## src/rtl/chicken_pkg.sv

```systemverilog
// Shared definitions for the chicken track game: state codes,
// track geometry and the player-index width.
package chicken_pkg;

    localparam int TRACK_LEN = 24;
    localparam int POS_W     = 5;
    localparam int PLR_W     = 2;
    localparam int MAX_PLR   = 4;

    typedef enum logic [2:0] {
        IDLE      = 3'd0,
        LOAD      = 3'd1,
        TURN_WAIT = 3'd2,
        CHECK     = 3'd3,
        NEXT      = 3'd4,
        DONE      = 3'd7
    } state_t;

    function automatic logic [2:0] clamp_players(input logic [2:0] n);
        if (n < 3'd2)      return 3'd2;
        else if (n > 3'd4) return 3'd4;
        else               return n;
    endfunction

endpackage

```

## src/rtl/turn_timer.sv

```systemverilog
// Turn watchdog: counts while enabled, flags the last allowed cycle.
// Built only when TURN_TIMEOUT_EN is defined.
module turn_timer #(
    parameter int LIMIT = 1024
) (
    input  logic clk,
    input  logic rst,
    input  logic clear,
    input  logic enable,
    output logic expire
);

    localparam int CW = (LIMIT > 2) ? $clog2(LIMIT) : 1;

    logic [CW-1:0] count;

    always_ff @(posedge clk or posedge rst) begin
        if (rst)
            count <= '0;
        else if (clear)
            count <= '0;
        else if (enable && !expire)
            count <= count + 1'b1;
    end

    assign expire = enable && (count == CW'(LIMIT - 1));

endmodule

```

## src/rtl/turn_scheduler.sv

```systemverilog
// Turn sequencing, captures and win detection for the chicken track game.
// Optional turn watchdog enabled by defining TURN_TIMEOUT_EN.
module turn_scheduler #(
    parameter int TRACK_LEN    = chicken_pkg::TRACK_LEN,
    parameter int POS_W        = chicken_pkg::POS_W,
    parameter int TURN_TIMEOUT = 1024
) (
    input  logic             clk,
    input  logic             rst,
    input  logic             start,
    input  logic [2:0]       num_players,
    input  logic             flip_valid,
    input  logic             flip_match,
    output logic             turn_active,
    output logic [1:0]       cur_player,
    output logic [POS_W-1:0] cur_pos,
    output logic [2:0]       cur_tails,
    output logic             capture,
    output logic             timeout,
    output logic             win,
    output logic [1:0]       winner,
    output logic [2:0]       state
);

    import chicken_pkg::*;

    localparam logic [POS_W-1:0] LAST = POS_W'(TRACK_LEN - 1);

    state_t           st, st_n;
    logic [2:0]       num;
    logic [POS_W-1:0] pos   [MAX_PLR];
    logic [2:0]       tails [MAX_PLR];
    logic [1:0]       cur;
    logic [1:0]       win_q;

    logic             hit;
    logic [1:0]       tgt;
    logic [2:0]       sum;
    logic [POS_W-1:0] sp;
    logic             to_exp;

    always_comb begin
        unique case (num)
            3'd3:    sp = POS_W'(TRACK_LEN / 3);
            3'd4:    sp = POS_W'(TRACK_LEN / 4);
            default: sp = POS_W'(TRACK_LEN / 2);
        endcase
    end

    // Lowest-index opponent sharing the mover's tile and still holding tails.
    always_comb begin
        hit = 1'b0;
        tgt = '0;
        for (int i = 0; i < MAX_PLR; i++) begin
            if (!hit && 2'(i) != cur && 3'(i) < num &&
                pos[i] == pos[cur] && tails[i] != 3'd0) begin
                hit = 1'b1;
                tgt = 2'(i);
            end
        end
        sum = tails[cur] + (hit ? tails[tgt] : 3'd0);
    end

`ifdef TURN_TIMEOUT_EN
    turn_timer #(
        .LIMIT (TURN_TIMEOUT)
    ) u_timer (
        .clk    (clk),
        .rst    (rst),
        .clear  (st != TURN_WAIT),
        .enable (st == TURN_WAIT),
        .expire (to_exp)
    );
`else
    logic unused_cfg;
    assign unused_cfg = ^32'(TURN_TIMEOUT);
    assign to_exp     = 1'b0;
`endif

    always_ff @(posedge clk or posedge rst) begin
        if (rst)
            st <= IDLE;
        else
            st <= st_n;
    end

    always_comb begin
        st_n = st;
        unique case (st)
            IDLE, DONE: if (start) st_n = LOAD;
            LOAD:       st_n = TURN_WAIT;
            TURN_WAIT: begin
                if (flip_valid)
                    st_n = flip_match ? CHECK : NEXT;
                else if (to_exp)
                    st_n = NEXT;
            end
            CHECK:      st_n = (sum == num) ? DONE : TURN_WAIT;
            NEXT:       st_n = TURN_WAIT;
            default:    st_n = IDLE;
        endcase
    end

    always_ff @(posedge clk or posedge rst) begin
        if (rst) begin
            num   <= '0;
            cur   <= '0;
            win_q <= '0;
            for (int i = 0; i < MAX_PLR; i++) begin
                pos[i]   <= '0;
                tails[i] <= '0;
            end
        end else begin
            unique case (st)
                IDLE, DONE: begin
                    if (start) num <= clamp_players(num_players);
                end
                LOAD: begin
                    cur <= '0;
                    for (int i = 0; i < MAX_PLR; i++) begin
                        pos[i]   <= (3'(i) < num) ? POS_W'(i) * sp : '0;
                        tails[i] <= (3'(i) < num) ? 3'd1 : 3'd0;
                    end
                end
                TURN_WAIT: begin
                    if (flip_valid && flip_match)
                        pos[cur] <= (pos[cur] == LAST) ? '0 : pos[cur] + 1'b1;
                end
                CHECK: begin
                    if (hit) begin
                        tails[cur] <= sum;
                        tails[tgt] <= 3'd0;
                    end
                    if (sum == num) win_q <= cur;
                end
                NEXT: begin
                    cur <= ({1'b0, cur} == num - 3'd1) ? 2'd0 : cur + 2'd1;
                end
                default: ;
            endcase
        end
    end

    assign turn_active = (st == TURN_WAIT);
    assign cur_player  = cur;
    assign cur_pos     = pos[cur];
    assign cur_tails   = tails[cur];
    assign capture     = (st == CHECK) && hit;
    assign timeout     = (st == TURN_WAIT) && to_exp && !flip_valid;
    assign win         = (st == DONE);
    assign winner      = win_q;
    assign state       = st;

endmodule
```

## config.mk

```make
export PLATFORM = sky130hd
export DESIGN_NAME = turn_scheduler
export DESIGN_NICKNAME = d
export VERILOG_FILES = /design/src/rtl/chicken_pkg.sv /design/src/rtl/turn_timer.sv /design/src/rtl/turn_scheduler.sv
export SDC_FILE = /design/constraint.sdc
export NUM_CORES = 1
export LEC_CHECK = 0
export CORE_MARGIN = 1
export CORE_UTILIZATION = 25
export CTS_CLUSTER_SIZE = 28
export DETAILED_ROUTE_END_ITERATION = 8
export GPL_TIMING_DRIVEN = 0
export PLACE_DENSITY = 0.4
export SYNTH_ARGS = -nofsm -noshare
export SYNTH_HDL_FRONTEND = slang
export SYNTH_SLANG_ARGS = --single-unit
export TNS_END_PERCENT = 100
```

## constraint.sdc

```tcl
create_clock -name clk -period 6.15 [get_ports clk]
set_input_delay 1.5375 -clock clk [delete_from_list [all_inputs] [get_ports clk]]
set_output_delay 1.5375 -clock clk [all_outputs]
set_load 0.005 [all_outputs]
```

==> results.md, run 1 <==
- Status: finished, final reports clean
- Die height: 117 um
- Pwr/cell area: 583 nW/um2
- Initial antenna violation count: 0
- Post-Syn Area: 3330 um2
- Hold_ws: 501 ps
- Crit Path Max Fanout: 10
- Root buf cell: clkbuf_16
- Hold Fails Final Rpt: 0
- Post-route clock period utilization: 91.4%
- Average size of a mapped cell: 8.86 um2
- Wire per inst: 18.1 um
- First-pass GRT wire length: 17,200 um
- Fmax: 178 MHz
- Yosys top cell by area: dfrtp_1
- Design Power: 2.31 mW
- Die width: 117 um
- RSZ-0062 raised after global routing: false
- Drt first-iter violations: 139
- Mapped Cells: 376
- Vias per cell: 5.06
- Initial Utilization: 26.0%
- Sw Ratio: 49.6%
- P_leak: 1.63 nW
- Num ports: 27
- GP Congestion: 0.849
- Core area: 12,800 um2
- Worst hold path class: flop to flop
- Post-Syn Nets: 396
- P_int: 1.17 mW
- Vias: 2,944
- Antenna cell count: 0
- Layout cells sized above 1: 7.80%
- Placed Area: 3820 um2
- Most common cell after layout, fill and taps aside: dfrtp_1
- CTS Buffer Depth: 2
- WP data arrival: 4080 ps
- Register area share after synthesis: 31.5%
- Total track usage: 16.1%
- Worst path required time: 4610 ps
- Synth top area share: 31.5%
- EDFF count, synth: 0
- Ys flop type: dfrtp_1
- Setup Fix Bufs, Post-CTS: 0
- Fraction of registers with async set/reset: 100%
- Dpl hpwl: 8220 um
- Part of the power in the clock network: 11.9%
- Seq. cell area: 1050 um2
- DR pass1 iterations: 4
- Fin nets: 429
- CTS buffer count: 5
- Vias in the first global route: 3,025
- PortBufs: 25
- Pin count of the biggest net entering global routing: 25
- Flops & latches, synth: 42
- CTS tree: yes
- CP Launch Type: flop
- Max cap viols: 0
- Final setup vio count: 0
- Clk pin slew, worst setup/hold paths: 60 ps
- Area grow syn2layout: 19.1%
- DRT antenna net count: 0
- Clk Latency, worst-skew pair: 290 ps
- Seq pwr share: 22.2%
- Setup TNS: 0 ps
- Worst setup path class: flop to primary output
- Highest-count cells in the layout ignoring fill and taps: 42 x dfrtp_1, 36 x nand2_1, 29 x xnor2_1, 25 x clkdlybuf4s50_1, 24 x nor2_1
- Slew @ Worst Pin: 806 ps
- DRC Markers: 0
- Kind of end point of the critical path: primary output
- Synth area leaders: dfrtp_1 32%, xnor2_1 7.6%, mux2i_1 4.2%, ha_1 4.1%, nand2_1 4.1%
- H-tree levels: 2
- Hold_buf cts: 0
- Area of the multi-input gates: 2110 um2
- Relative slew slack: 46.3%
- WL final: 10,600 um
- Clk sinks: 42
- Row Count: 41
- Pins Over Slew Limit: 0
- Yosys cell types: 66
- Design Area, Final: 3970 um2
- Die ar.: 13,800 um2
- Final setup skew: 5.85 ps
- Yosys warnings: 0
- Tmin final: 5620 ps
- Peak VDD IR: 0.147 mV
- Post_cts resized: 0
- Fill cells: 1,405
- Utilization after layout: 30.9%
- Power share of the combinational group: 65.9%
- Net switching power: 1.15 mW
- Total gr overflow: 0
==> stage by stage <==
stage	setup slack (ps)	cells
5_1_grt	113	582
3_5_place_dp	720	574
6_report	531	582
2_1_floorplan	1750	376
4_1_cts	430	582
3_3_place_gp	664	573
==> power by group through the flow <==
stage                     logic, mW  registers, mW  clock network, mW
after CTS                      1.53          0.513              0.283
after global routing           1.70          0.529              0.292
final                          1.52          0.514              0.276
after global placement         1.53          0.520                  0
after floorplan                1.08          0.466                  0
after detailed placement       1.53          0.518                  0
==> cells in the mapped netlist (all sizes together), types with 2 or more instances <==
cell type   n
ha         11
mux2        4
buf         9
a211oi      5
o2bb2ai     3
nor2b       3
a32o        6
mux4        5
inv        19
nor3       15
a41oi       2
a211o       2
and3        3
mux2i      15
o311ai      2
o21a        4
a31oi      10
clkbuf     11
nand3       7
a22o        6
dfrtp      42
xor2       12
or2         2
a2bb2oi     2
o21ai      23
nor2       24
nand2b      4
nand2      36
o22ai       3
nand4       2
xnor2      29
a21o        3
a22oi       2
and2        5
nor4        4
o31ai       3
a21oi      17
or3         2
==> final cells by class <==
cell class | instances | share of cell area, %
Multi-Input combinational cell | 294 | 53.2
Sequential cell | 42 | 26.5
Timing Repair Buffer | 26 | 6.81
Tap cell | 172 | 5.42
Clock buffer | 6 | 3.50
Buffer | 20 | 2.33
Inverter | 20 | 1.89
Clock inverter | 2 | 0.315
==> per-layer routing <==
layer  up-vias  track usage, %  share of wire [%]
met5         -               0                  0
met4         0            6.25                2.0
met3        13            2.04                3.2
met2        54            24.5                 45
met1      1446            23.0                 49
li1       1431               -                  -
==> critical path: stages (launching register included) <==
cell	delay [ps]
dfrtp_1	430
clkbuf_1	370
buf_2	320
buf_2	360
inv_1	180
ha_1	340
nor3_1	220
o211ai_1	130
nor2_1	560
nor3_1	190
nor2_1	180
clkdlybuf4s50_1	520
==> state kept, by name, indices dropped and copies added (netlist names) <==
name	flops
winner	2
state	3
num	3
pos	20
tails	12
cur_player	2
==> kinds of logic (layout without fill, tap and decap cells) <==
family	after synthesis	after routing	share of synthesized area (%)
AO/OA/AOI/OAI	105	105	22.1
XOR/XNOR	41	41	10.8
adder cells (fa/ha/maj)	12	12	4.73
buffers and inverters	40	74	5.03
flip-flops	42	42	31.5
multiplexers	24	24	9.35
other	1	1	0.113
AND/OR/NAND/NOR	111	111	16.3
==> worst paths after layout <==
path | from | end | slack, ps | depth (start not counted)
worst max register to register | cur_player[0] | winner[0] | 770 | 20
min in group asynchronous | rst | pos[3] | 1570 | 2
max in group asynchronous | rst | tails[3] | 4090 | 3
worst min-delay path | winner[1] | winner[1] | 500 | 1
worst max-delay path | cur_player[0] | capture | 530 | 11
worst min register to register | winner[1] | winner[1] | 500 | 1
No activity file was read; power rests on OpenSTA's default activity.
==> inputs of run 2 (changes only) <==
clock period = 6.9 ns   (was 6.15 ns; I/O delays follow)
==> results of run 2 <==
The final DEF is identical to that of run 1. Status: finished, final reports clean.
Among the figures that moved: setup slack after placement 720 ps -> 1330 ps; setup slack after layout 531 ps -> 1090 ps; register-to-register setup slack 770 ps -> 1520 ps; total power 2.31 mW -> 2.06 mW; worst IR drop on VDD 0.147 mV -> 0.131 mV
